## src/rtl/seven_seg_scan_ctrl_if.sv

```systemverilog
// ----------------------------------------------------------------------------
// seven_seg_scan_ctrl_if
// Load/busy handshake between a datapath result source and the display
// controller.
//   load   : request to convert bin_in (honoured only while busy is low)
//   bin_in : unsigned binary value to display
//   busy   : conversion in progress
// Modports: master = value source, slave = display controller.
// ----------------------------------------------------------------------------
interface seven_seg_scan_ctrl_if #(
   parameter int BIN_W = 16
);
   logic             load;
   logic [BIN_W-1:0] bin_in;
   logic             busy;

   modport master (output load, output bin_in, input  busy);
   modport slave  (input  load, input  bin_in, output busy);
endinterface

```

## src/rtl/seven_seg_scan_ctrl.sv

```systemverilog
// ----------------------------------------------------------------------------
// seven_seg_scan_ctrl
// Multiplexed 7-segment display controller. A binary value accepted over the
// load/busy handshake is converted to BCD by a sequential shift-add-3 engine,
// held in a display register and scanned across DIGITS common digits.
// Ports:
//   clk      : system clock, rising edge
//   reset_n  : synchronous active-low reset
//   bus      : seven_seg_scan_ctrl_if.slave (load, bin_in, busy)
//   overflow : displayed value >= 10^DIGITS
//   digit    : one-hot digit enable, digit[0] = ones (rightmost)
//   seg_data : segments {a,b,c,d,e,f,g}, active-high
// Build option: define SEG_LZB_EN for leading-zero blanking.
// ----------------------------------------------------------------------------
module seven_seg_scan_ctrl #(
   parameter int BIN_W        = 16,
   parameter int DIGITS       = 8,
   parameter int REFRESH_BITS = 17
) (
   input  logic                   clk,
   input  logic                   reset_n,
   seven_seg_scan_ctrl_if.slave   bus,
   output logic                   overflow,
   output logic [DIGITS-1:0]      digit,
   output logic [6:0]             seg_data
);
   // Scratch holds enough nibbles for any BIN_W-bit value; it is widened to
   // at least DIGITS nibbles so the display copy never reads past it.
   localparam int SCR_N = (BIN_W + 2) / 3;
   localparam int EXT_N = (SCR_N > DIGITS) ? SCR_N : DIGITS;
   localparam int SCR_W = EXT_N * 4;
   localparam int CNT_W = $clog2(BIN_W + 1);
   localparam int IDX_W = $clog2(DIGITS);

   typedef enum logic [1:0] {IDLE = 2'd0, SHIFT = 2'd1, LATCH = 2'd2} state_t;

   state_t                  state_r, state_nx_s;
   logic [BIN_W-1:0]        bin_r, bin_nx_s;
   logic [SCR_W-1:0]        scr_r, scr_nx_s, adj_s;
   logic [CNT_W-1:0]        cnt_r, cnt_nx_s;
   logic [DIGITS*4-1:0]     disp_r, disp_nx_s;
   logic                    ovf_r, ovf_nx_s, ovf_s;
   logic                    busy_r;
   logic [REFRESH_BITS-1:0] pre_r;
   logic [IDX_W-1:0]        idx_r, idx_nx_s, pos_s;
   logic [DIGITS-1:0]       digit_r, digit_nx_s;
   logic [6:0]              seg_r, seg_nx_s;
   logic [3:0]              nib_s;
   logic                    blank_s;
   logic [SCR_W+BIN_W-1:0]  cat_s;
`ifdef SEG_LZB_EN
   logic                    hi_zero_s;
`endif

   function automatic logic [3:0] add3(input logic [3:0] n);
      if (n >= 4'd5) begin
         return n + 4'd3;
      end else begin
         return n;
      end
   endfunction

   function automatic logic [6:0] seg_enc(input logic [3:0] n);
      case (n)
         4'd0:    return 7'b1111110;
         4'd1:    return 7'b0110000;
         4'd2:    return 7'b1101101;
         4'd3:    return 7'b1111001;
         4'd4:    return 7'b0110011;
         4'd5:    return 7'b1011011;
         4'd6:    return 7'b1011111;
         4'd7:    return 7'b1110010;
         4'd8:    return 7'b1111111;
         4'd9:    return 7'b1111011;
         default: return 7'b0000000;
      endcase
   endfunction

   // Conversion FSM next-state and datapath next values.
   always_comb begin
      state_nx_s = state_r;
      bin_nx_s   = bin_r;
      scr_nx_s   = scr_r;
      cnt_nx_s   = cnt_r;
      disp_nx_s  = disp_r;
      ovf_nx_s   = ovf_r;
      adj_s      = '0;
      ovf_s      = 1'b0;
      for (int i = 0; i < EXT_N; i++) begin
         adj_s[i*4 +: 4] = add3(scr_r[i*4 +: 4]);
         if (i >= DIGITS) begin
            ovf_s = ovf_s | (scr_r[i*4 +: 4] != 4'd0);
         end else begin
            ovf_s = ovf_s;
         end
      end
      // Shift the adjusted scratch and remaining binary bits as one vector.
      cat_s = {adj_s, bin_r} << 1;
      case (state_r)
         IDLE: begin
            if (bus.load) begin
               bin_nx_s   = bus.bin_in;
               scr_nx_s   = '0;
               cnt_nx_s   = CNT_W'(BIN_W);
               state_nx_s = SHIFT;
            end else begin
               state_nx_s = IDLE;
            end
         end
         SHIFT: begin
            scr_nx_s = cat_s[SCR_W+BIN_W-1 -: SCR_W];
            bin_nx_s = cat_s[BIN_W-1:0];
            cnt_nx_s = cnt_r - CNT_W'(1);
            if (cnt_r == CNT_W'(1)) begin
               state_nx_s = LATCH;
            end else begin
               state_nx_s = SHIFT;
            end
         end
         LATCH: begin
            disp_nx_s  = scr_r[DIGITS*4-1:0];
            ovf_nx_s   = ovf_s;
            state_nx_s = IDLE;
         end
         default: begin
            state_nx_s = IDLE;
         end
      endcase
   end

   // Scan index advance and segment/digit next values for the active digit.
   always_comb begin
      idx_nx_s = idx_r;
      if (pre_r == {REFRESH_BITS{1'b1}}) begin
         if (idx_r == IDX_W'(DIGITS - 1)) begin
            idx_nx_s = '0;
         end else begin
            idx_nx_s = idx_r + IDX_W'(1);
         end
      end else begin
         idx_nx_s = idx_r;
      end
      // Index 0 drives the leftmost digit.
      pos_s      = IDX_W'(DIGITS - 1) - idx_r;
      digit_nx_s = DIGITS'(1) << pos_s;
      nib_s      = 4'd0;
      for (int j = 0; j < DIGITS; j++) begin
         if (IDX_W'(j) == pos_s) begin
            nib_s = disp_r[j*4 +: 4];
         end else begin
            nib_s = nib_s;
         end
      end
`ifdef SEG_LZB_EN
      hi_zero_s = 1'b1;
      for (int j = 0; j < DIGITS; j++) begin
         if (IDX_W'(j) >= pos_s) begin
            hi_zero_s = hi_zero_s & (disp_r[j*4 +: 4] == 4'd0);
         end else begin
            hi_zero_s = hi_zero_s;
         end
      end
      // The ones digit is never blanked so a zero value still shows "0".
      blank_s = (pos_s != IDX_W'(0)) && hi_zero_s;
`else
      blank_s = 1'b0;
`endif
      if (ovf_r) begin
         seg_nx_s = 7'b0000001;
      end else if (blank_s) begin
         seg_nx_s = 7'b0000000;
      end else begin
         seg_nx_s = seg_enc(nib_s);
      end
   end

   // State, datapath, scan and output registers with synchronous reset.
   always_ff @(posedge clk) begin
      if (!reset_n) begin
         state_r <= IDLE;
         bin_r   <= '0;
         scr_r   <= '0;
         cnt_r   <= '0;
         disp_r  <= '0;
         ovf_r   <= 1'b0;
         busy_r  <= 1'b0;
         pre_r   <= '0;
         idx_r   <= '0;
         digit_r <= '0;
         seg_r   <= 7'b0000000;
      end else begin
         state_r <= state_nx_s;
         bin_r   <= bin_nx_s;
         scr_r   <= scr_nx_s;
         cnt_r   <= cnt_nx_s;
         disp_r  <= disp_nx_s;
         ovf_r   <= ovf_nx_s;
         busy_r  <= (state_nx_s != IDLE);
         pre_r   <= pre_r + REFRESH_BITS'(1);
         idx_r   <= idx_nx_s;
         digit_r <= digit_nx_s;
         seg_r   <= seg_nx_s;
      end
   end

   assign bus.busy = busy_r;
   assign overflow = ovf_r;
   assign digit    = digit_r;
   assign seg_data = seg_r;
endmodule

```

## src/flat_wrapper.sv

```systemverilog
// flat-port wrapper written by rule: the top's interface ports become plain ports
module seven_seg_scan_ctrl_flat 
#(
   parameter int BIN_W        = 16,
   parameter int DIGITS       = 8,
   parameter int REFRESH_BITS = 17
)
  (clk, reset_n, overflow, digit, seg_data, bus_load, bus_bin_in, bus_busy);
  seven_seg_scan_ctrl_if #(.BIN_W(BIN_W)) bus_i ();
  input  logic clk;
  input  logic reset_n;
  output logic overflow;
  output logic [DIGITS-1:0] digit;
  output logic [6:0] seg_data;
  input wire logic [$bits(bus_i.load)-1:0] bus_load;
  input wire logic [$bits(bus_i.bin_in)-1:0] bus_bin_in;
  output wire logic [$bits(bus_i.busy)-1:0] bus_busy;
  assign bus_i.load = bus_load;
  assign bus_i.bin_in = bus_bin_in;
  assign bus_busy = bus_i.busy;
  seven_seg_scan_ctrl #(.BIN_W(BIN_W), .DIGITS(DIGITS), .REFRESH_BITS(REFRESH_BITS)) u_core (.clk(clk), .reset_n(reset_n), .bus(bus_i), .overflow(overflow), .digit(digit), .seg_data(seg_data));
endmodule
```

## config.mk

```make
export PLATFORM = sky130hd
export DESIGN_NAME = seven_seg_scan_ctrl_flat
export DESIGN_NICKNAME = d
export VERILOG_FILES = /design/src/rtl/seven_seg_scan_ctrl_if.sv /design/src/rtl/seven_seg_scan_ctrl.sv /design/src/flat_wrapper.sv
export SDC_FILE = /design/constraint.sdc
export NUM_CORES = 1
export LEC_CHECK = 0
export CORE_ASPECT_RATIO = 2
export CORE_MARGIN = 2
export CORE_UTILIZATION = 55
export DETAILED_ROUTE_END_ITERATION = 16
export PLACE_DENSITY = 0.75
export SETUP_SLACK_MARGIN = 0.05
export SLEW_MARGIN = 40
export SYNTH_ARGS = -nofsm -noshare
export SYNTH_HDL_FRONTEND = slang
export SYNTH_SLANG_ARGS = --single-unit
```

## constraint.sdc

```tcl
create_clock -name clk -period 5.9 [get_ports clk]
set_input_delay 1.18 -clock clk [delete_from_list [all_inputs] [get_ports clk]]
set_output_delay 1.18 -clock clk [all_outputs]
set_load 0.1 [all_outputs]
```

==> out/metrics.csv, run 1 <==
metric;value;unit
yosysTopAreaCellShare;0.423;
drv_slew;0;
area_growth;14.6;%
crit_type;register to register;
initial_utilization;0.559;
fin_nets;779;
async_flop_share;0;
max_freq;302;MHz
rsz0062_at_grt;no;
ys.flop_type;dfxtp_1;
clk_pin_slew;60;ps
syn_area_per_cell;8.07;um2
hp-class;register to register;
worst_setup_path_end_kind;register;
final.period_utilization;0.560;
grt_max_degree;53;
worstMarginPinSlew;813;ps
worstHoldEndpoint;u_core.pre_r[0]$_SDFF_PN0_;
hold_violations;0;
syn_area;5820;um2
syn_inst;721;
ys_ff_latch;123;
antenna_found_initial;0;
r2r-end;u_core.seg_data[5]$_SDFF_PN0_;
routed_wl;12500;um
synth_area_leaders;dfxtp_1, a21oi_1, nand2_1;
rrSetupSlack;2590;ps
dieArea;11500;um2
setup_viol;0;
hold_start;u_core.pre_r[0]$_SDFF_PN0_;
num_antenna_cells;0;
postCtsSetupBuffers;0;
place.gp.congestion;0.866;
grt-ovfl-total;0;
drv_cap;0;
timing.rr.start;u_core.idx_r[2]$_SDFFE_PN0N_;
wl_per_cell;14.2;um
synth_top_cell_by_area;dfxtp_1;
vias;4954;
cts_root_buf;clkbuf_16;
synth_edf_count;0;
portBuffers;34;
clock_latency;410;ps
io_pins;36;
synth_most_common_cell;dfxtp_1;
cts_resized;0;
cts_tree;yes;
grt_pass1_wl;21500;um
cts_made_buffers;17;
cts_buffer_depth;2;
rows;53;
core_region_area;10400;um2
fin_util;0.641;
grt_pass1_vias;5024;
cts_sinks;123;
first_pass_iters;5;
ys_warn_count;0;
viasPerCell;5.62;
cts_max_level;4;
synth_common_cells;dfxtp_1, nand2_1, a21oi_1;
grt_use_total;0.229;
status;finished clean;
ctsHoldBuffers;0;
worstPathArrival;3600;ps
drive_gt1_frac;0.0941;
ys_seq_area_frac;0.423;
cp-start-kind;register;
ant_nets;0;
maxSlewHeadroom;0.456;
drt-initial-drc-count;302;
n_fill_cell;907;
power_density;299;nW/um2
reg2regPathDepth;10;
min_path_cells;1;
crit_required;6190;ps
dpl.hpwl;8690;um
synth_fp_nets;769;
drc;0;
ir_drop;0.221;mV
clock_skew;7.37;ps
yosysUniqueCellTypes;51;
die_h;149;um
min_period;3310;ps
final.setup.tns;0;ps
leakagePower;2.44;nW
die_w;76.7;um
finalPower;1.99;mW
path_max_fanout;16;
cell usage in the layout, fill, tap and decap left out, drive strengths merged, types with 5 or more instances in the layout:
cell type      Yosys  layout
nand2b            13      13
nand2            111     111
dfxtp            123     123
clkinvlp           0       6
a221oi             7       7
nor3              21      21
clkdlybuf4s50      0      18
inv               31      33
a31oi              9       9
xor2              14      14
a21oi             96      96
nor2b              9       9
a211oi             5       5
and2               5       5
ha                29      29
or3                5       5
nor2              51      51
o21ai             32      32
and3              20      20
xnor2             13      13
clkbuf            36      18
buf               12      21
nand3             31      31
a22oi             15      15
cells by family after synthesis:
family                     after synthesis  share of synthesized area
other                                    1                   0.000645
DFF                                    123                      0.423
buffers and inverters                   79                     0.0581
adders and majority gates               29                     0.0624
and+or+nand+nor                        280                      0.224
AOI/OAI and AO/OA                      178                      0.183
xor gates and xnor gates                27                     0.0406
muxes                                    4                    0.00731
power breakdown:
part           internal (mW)  leakage (nW)  switching (mW)
Sequential             0.849         0.998          0.0119
Clock                  0.632         0.271           0.373
Combinational         0.0365          1.17          0.0916
critical path, cell delays in order (launching register included):
cell and delay, ps:
dfxtp_1 700, inv_1 350, ha_1 450, nor2b_1 190, or4_1 470, nor2_1 90, or3_1 270, inv_2 70
ha_1 290, and2_1 140, o21a_1 180
per-stage QoR:
stage               hold WS (ps)  setup WS (ps)  instances  cell area (um2)
finish                       445           2590        881             6670
floorplan                    398           3370        721             5820
global placement             410           2510        849             6150
global route                 449           2400        881             6670
detailed placement           422           2570        849             6080
CTS                          440           2630        881             6670
flip-flops by register name, summed over array words and instances (netlist names):
register         cells
u_core.seg_data      7
u_core.bin_r        16
u_core.cnt_r         5
u_core.state_r       2
u_core.scr_r        32
u_core.disp_r       32
u_core.idx_r         3
u_core.pre_r        17
u_core.digit         8
u_core.bus.busy      1
layout make-up:
type,count,area [um2],share of cell area
Tap cell,137,171,0.0257
Inverter,31,119,0.0178
Multi-Input combinational cell,519,3030,0.455
Timing Repair Buffer,39,298,0.0447
Sequential cell,123,2460,0.369
Clock buffer,18,439,0.0659
Clock inverter,14,146,0.0220
routing by layer:
metal,part of all wire,vias up,GRT usage
met4,0.037,0,0.135
met5,0,-,0
met3,0.032,35,0.0495
met2,0.55,110,0.437
li1,-,2485,-
met1,0.38,2324,0.220
worst max path at each step:
stage                            startpoint                       endpoint  slack [ps]  depth (start not counted)
2_1_floorplan  u_core.idx_r[2]$_SDFFE_PN0N_  u_core.seg_data[5]$_SDFF_PN0_        3370                         13
3_3_place_gp                        reset_n   u_core.scr_r[4]$_SDFFE_PN0P_        2510                          4
3_5_place_dp                       bus_load   u_core.bin_r[8]$_SDFFE_PN0P_        2570                          6
4_1_cts        u_core.idx_r[2]$_SDFFE_PN0N_  u_core.seg_data[5]$_SDFF_PN0_        2630                         10
5_1_grt        u_core.idx_r[2]$_SDFFE_PN0N_  u_core.seg_data[5]$_SDFF_PN0_        2400                         10
6_report       u_core.idx_r[2]$_SDFFE_PN0N_  u_core.seg_data[5]$_SDFF_PN0_        2590                         10
Note: power is estimated with default switching activity, not from simulation.
==> inputs of run 2 (changes only) <==
==> constraint.sdc (replaced) <==
create_clock -name clk -period 3.25 [get_ports clk]
set_input_delay 0.65 -clock clk [delete_from_list [all_inputs] [get_ports clk]]
set_output_delay 0.65 -clock clk [all_outputs]
set_load 0.1 [all_outputs]
==> run 2 against run 1 <==
  * Clock-buffer cell count up 2
  * First-iteration DRC count down 22%
  * Total power up 78%
  * Critical path depth down 1
  * Clock power up 72%
  * Die area unchanged
  * Clock skew down 2.0 ps
  * Combinational power up 92%
  * Non-clock buffer count up 5
  * Wire length up 1.0%
  * Core utilization up 0.60 points
  * Fmax up 17%
==> out/metrics.csv, run 2 (same netlist as run 1, synthesis figures left out) <==
metric;value;unit
status;finished clean;
timing.rr.start;u_core.idx_r[0]$_SDFFE_PN0N_;
cts_max_level;4;
worstHoldEndpoint;u_core.pre_r[0]$_SDFF_PN0_;
cts_tree;yes;
crit_cells;9;
worstPathArrival;3130;ps
drive_gt1_frac;0.0975;
fin_util;0.647;
dieArea;11500;um2
routed_wl;12700;um
min_path_cells;1;
rsz0062_at_grt;no;
ctsHoldBuffers;0;
cts_resized;0;
n_fill_cell;876;
clock_skew;5.36;ps
seqPwrFrac;0.440;
wl_per_cell;14.3;um
rrSetupSlack;420;ps
crit_required;3550;ps
cts_made_buffers;17;
finalPower;3.55;mW
ir_drop;0.402;mV
cpLargestDelayFamily;adder cells;
hp-class;register to register;
num_antenna_cells;0;
cts_root_buf;clkbuf_16;
die_h;149;um
hold_violations;0;
rows;53;
crit_type;register to register;
crit_buf_inv;1;
min_period;2830;ps
cts_buffer_depth;2;
postCtsSetupBuffers;0;
portBuffers;34;
drv_slew;0;
final.setup.tns;0;ps
leakagePower;2.48;nW
dpl.hpwl;8740;um
die_w;76.7;um
hold_start;u_core.pre_r[0]$_SDFF_PN0_;
drv_cap;0;
maxSlewHeadroom;0.527;
area_growth;15.7;%
reg_top3;u_core.disp_r: 32 flops, u_core.scr_r: 32 flops, u_core.pre_r: 17 flops;
switching_share;0.240;
regArea;2460;um2
crit_slowest_cell;ha_1;
clock_latency;410;ps
cp-start-kind;register;
worst_setup_path_end_kind;register;
ant_nets;0;
worstPathCellList;ha_1, nor2b_1, a221oi_1, a21oi_1, or3_1, inv_2, ha_1, and2_1, o21a_1;
vias;4993;
holdWs;438;ps
max_freq;354;MHz
final_common_cell;dfxtp_1;
cp_common_cell;ha_1;
setup_viol;0;
path_max_fanout;21;
pwr-share-clk;0.491;
pwr-share-comb;0.069;
power_density;528;nW/um2
clk_pin_slew;50;ps
power_switching;0.851;mW
first_pass_iters;5;
cp_slowest_stage_delay;640;ps
final.period_utilization;0.870;
fin_nets;784;
reg2regPathDepth;9;
grt-ovfl-total;0;
grt_use_total;0.229;
final_cell_mix;dfxtp_1, nand2_1, a21oi_1;
cts_sinks;123;
io_pins;36;
grt_pass1_wl;21400;um
core_region_area;10400;um2
drt-initial-drc-count;236;
power.internal;2.70;mW
r2r-end;u_core.seg_data[5]$_SDFF_PN0_;
grt_max_degree;77;
worstMarginPinSlew;709;ps
grt_pass1_vias;4829;
drc;0;
antenna_found_initial;0;
viasPerCell;5.64;
place.gp.congestion;0.890;
initial_utilization;0.559;
multiInputGateArea;3030;um2
## run 2: changes by cell type in the layout (fill, tap and decap cells not counted), moves of 2 or more
cell	previous run	this run
buf_12	0	2
buf_4	5	24
clkinvlp_4	6	4
clkinv_2	3	6
buf_2	16	0
inv_6	2	0
## run 2: worst reg2reg max path: cells and delay by family (launching register included)
kind,cells,cell delay [ps]
AOI/OAI and AO/OA,3,610
adders and majority gates,2,860
buffers and inverters,1,100
DFF,1,400
and+or+nand+nor,3,750
## run 2: worst max path at each step
stage	start	end
6_report	u_core.idx_r[0]$_SDFFE_PN0N_	u_core.seg_data[5]$_SDFF_PN0_
5_1_grt	u_core.idx_r[0]$_SDFFE_PN0N_	u_core.seg_data[5]$_SDFF_PN0_
4_1_cts	u_core.idx_r[0]$_SDFFE_PN0N_	u_core.seg_data[5]$_SDFF_PN0_
3_5_place_dp	u_core.idx_r[0]$_SDFFE_PN0N_	u_core.seg_data[5]$_SDFF_PN0_
3_3_place_gp	u_core.idx_r[0]$_SDFFE_PN0N_	u_core.seg_data[5]$_SDFF_PN0_
2_1_floorplan	u_core.idx_r[2]$_SDFFE_PN0N_	u_core.seg_data[5]$_SDFF_PN0_
## run 2: power groups by stage
stage,clock [mW],sequential (mW),combinational [mW]
3_3_place_gp,0,1.59,0.241
4_1_cts,1.76,1.56,0.248
3_5_place_dp,0,1.59,0.247
5_1_grt,1.82,1.57,0.267
6_report,1.74,1.56,0.246
2_1_floorplan,0,1.63,0.129
## run 2: through the flow
stage          instance area, um2  setup WS, ps  cells
3_3_place_gp                 6170           613    854
5_1_grt                      6730           240    886
2_1_floorplan                5820           722    721
3_5_place_dp                 6180           465    854
6_report                     6730           421    886
4_1_cts                      6730           446    886
## run 2: layout make-up
type / count / share of cell area
inverters: 31 / 0.0173
repair buffers: 44 / 0.0595
clock inverters: 12 / 0.0147
multi-input cells: 519 / 0.449
well taps: 137 / 0.0255
flip-flops and latches: 123 / 0.366
clock buffers: 20 / 0.0678
## run 2: routing by layer
layer,share of wire,GRT usage
met3,0.033,0.0416
met4,0.038,0.133
met1,0.39,0.241
met2,0.53,0.421
met5,0,0
==> inputs of run 3 (changes only) <==
--- a/config.mk
+++ b/config.mk
@@ -7,9 +7,9 @@
 export LEC_CHECK = 0
 export CORE_ASPECT_RATIO = 2
 export CORE_MARGIN = 2
-export CORE_UTILIZATION = 55
+export CORE_UTILIZATION = 40
 export DETAILED_ROUTE_END_ITERATION = 16
-export PLACE_DENSITY = 0.75
+export GPL_TIMING_DRIVEN = 0
 export SETUP_SLACK_MARGIN = 0.05
 export SLEW_MARGIN = 40
 export SYNTH_ARGS = -nofsm -noshare
==> run 3 against run 2 <==
  * Fmax fell by 5.8%
  * Global-route usage is 1.1 points lower
  * Total power is 9.0% higher
  * First-iteration DRC count is 14% lower
  * Via count grew 4.6%
  * Sequential power about the same
  * Wire length increased by 27%
  * Setup slack worse by 180 ps
  * Highest routed layer unchanged
  * Critical endpoint unchanged
  * Largest cell class unchanged
  * Clock power grew 17%
  * Flip-flop and latch count stayed put
==> out/metrics.csv, run 3 (same netlist as run 1, synthesis figures left out) <==
metric;value;unit
initial_utilization;0.408;
postCtsSetupBuffers;0;
num_antenna_cells;0;
grt_pass1_wl;25900;um
cts_buffer_depth;2;
core_region_area;14300;um2
hold_start;u_core.pre_r[0]$_SDFF_PN0_;
final.period_utilization;0.924;
worstPathCellList;inv_1, buf_2, ha_1, buf_2, nand2b_1, o221ai_1, a21oi_1, or3_1, buf_6, inv_2, ha_1, and2_1, o21a_1;
wl_per_cell;16.4;um
drv_cap;0;
cp_slowest_stage_delay;550;ps
n_fill_cell;1437;
final.setup.tns;0;ps
crit_buf_inv;5;
area_growth;19.5;%
ant_nets;0;
crit_required;3560;ps
cts_made_buffers;17;
final_cell_mix;dfxtp_1, nand2_1, a21oi_1;
grt_use_total;0.218;
setup_ws;246;ps
die_w;89.3;um
min_path_cells;1;
worstHoldEndpoint;u_core.pre_r[0]$_SDFF_PN0_;
die_h;175;um
reg2regPathDepth;13;
io_pins;36;
portBuffers;34;
path_max_fanout;10;
viasPerCell;5.33;
worstPathArrival;3320;ps
grt-ovfl-total;0;
cts_sinks;123;
cts_root_buf;clkbuf_16;
cts_tree;yes;
ctsHoldBuffers;0;
status;finished clean;
hold_violations;0;
vias;5221;
worstMarginPinSlew;738;ps
rsz0062_at_grt;no;
worst_setup_path_end_kind;register;
place.gp.congestion;0.971;
clock_latency;420;ps
crit_cells;13;
drc;0;
hp-class;register to register;
crit_slowest_cell;dfxtp_1;
antenna_found_initial;0;
finalPower;3.87;mW
max_freq;333;MHz
cp-start-kind;register;
routed_wl;16100;um
drt-initial-drc-count;204;
grt_max_degree;17;
ir_drop;0.359;mV
reg_top3;u_core.disp_r: 32 flops, u_core.scr_r: 32 flops, u_core.pre_r: 17 flops;
clock_skew;7.55;ps
cts_max_level;4;
drv_slew;0;
rrSetupSlack;250;ps
drive_gt1_frac;0.0902;
r2r-end;u_core.seg_data[5]$_SDFF_PN0_;
leakagePower;2.54;nW
dpl.hpwl;12100;um
dp_slack;335;ps
min_period;3000;ps
cpLargestDelayFamily;buffers and inverters;
cts_resized;0;
maxSlewHeadroom;0.508;
dieArea;15600;um2
final_common_cell;dfxtp_1;
power_density;557;nW/um2
crit_type;register to register;
timing.rr.start;u_core.idx_r[2]$_SDFFE_PN0N_;
clk_pin_slew;60;ps
first_pass_iters;5;
rows;62;
fin_nets;822;
grt_pass1_vias;5379;
setup_viol;0;
==> run 3: cell types whose count changed in the layout (fill, tap and decap cells not counted), sizes merged <==
cell    change
clkbuf     +35
clkinv      -5
bufinv      +3
inv         +3
buf         +2
==> run 3: per-stage QoR <==
stage	instances	instance area, um2	utilization	hold slack, ps
finish	979	6950	0.487	433
global route	979	6950	0.487	454
CTS	979	6950	0.487	434
detailed placement	947	6320	0.443	423
global placement	947	6400	0.448	413
floorplan	721	5820	-	398
==> run 3: final cells by class <==
class                      instances  area (um2)  share of cell area
tap                              192         240              0.0346
multi-input combinational        519        3020               0.434
buffer                            48         221              0.0319
timing repair buffer              34         260              0.0374
inverter                          31         116              0.0167
clock buffer                      19         443              0.0637
clock inverter                    13         190              0.0274
sequential                       123        2460               0.354
==> run 3: layer usage <==
metal  global-route usage  vias to the layer above  wire length [um]
met1                0.196                     2436              5600
li1                     -                     2574                 -
met4                0.146                        0               999
met5                    0                        -                 0
met3               0.0465                       67               556
met2                0.408                      144              8920
==> run 3: power breakdown <==
group / internal (mW) / switching, mW
sequential: 1.54 / 0.0200
clock: 1.31 / 0.734
combinational: 0.0706 / 0.197
==> run 3: how the worst max path moves through the flow <==
stage                                               end  slack (ps)                          from
after floorplan           u_core.seg_data[5]$_SDFF_PN0_         720  u_core.idx_r[2]$_SDFFE_PN0N_
after global placement    u_core.seg_data[5]$_SDFF_PN0_         290  u_core.idx_r[2]$_SDFFE_PN0N_
after detailed placement  u_core.seg_data[5]$_SDFF_PN0_         330  u_core.idx_r[2]$_SDFFE_PN0N_
after CTS                 u_core.seg_data[5]$_SDFF_PN0_         300  u_core.idx_r[2]$_SDFFE_PN0N_
after global routing      u_core.seg_data[5]$_SDFF_PN0_         150  u_core.idx_r[2]$_SDFFE_PN0N_
final                     u_core.seg_data[5]$_SDFF_PN0_         250  u_core.idx_r[2]$_SDFFE_PN0N_
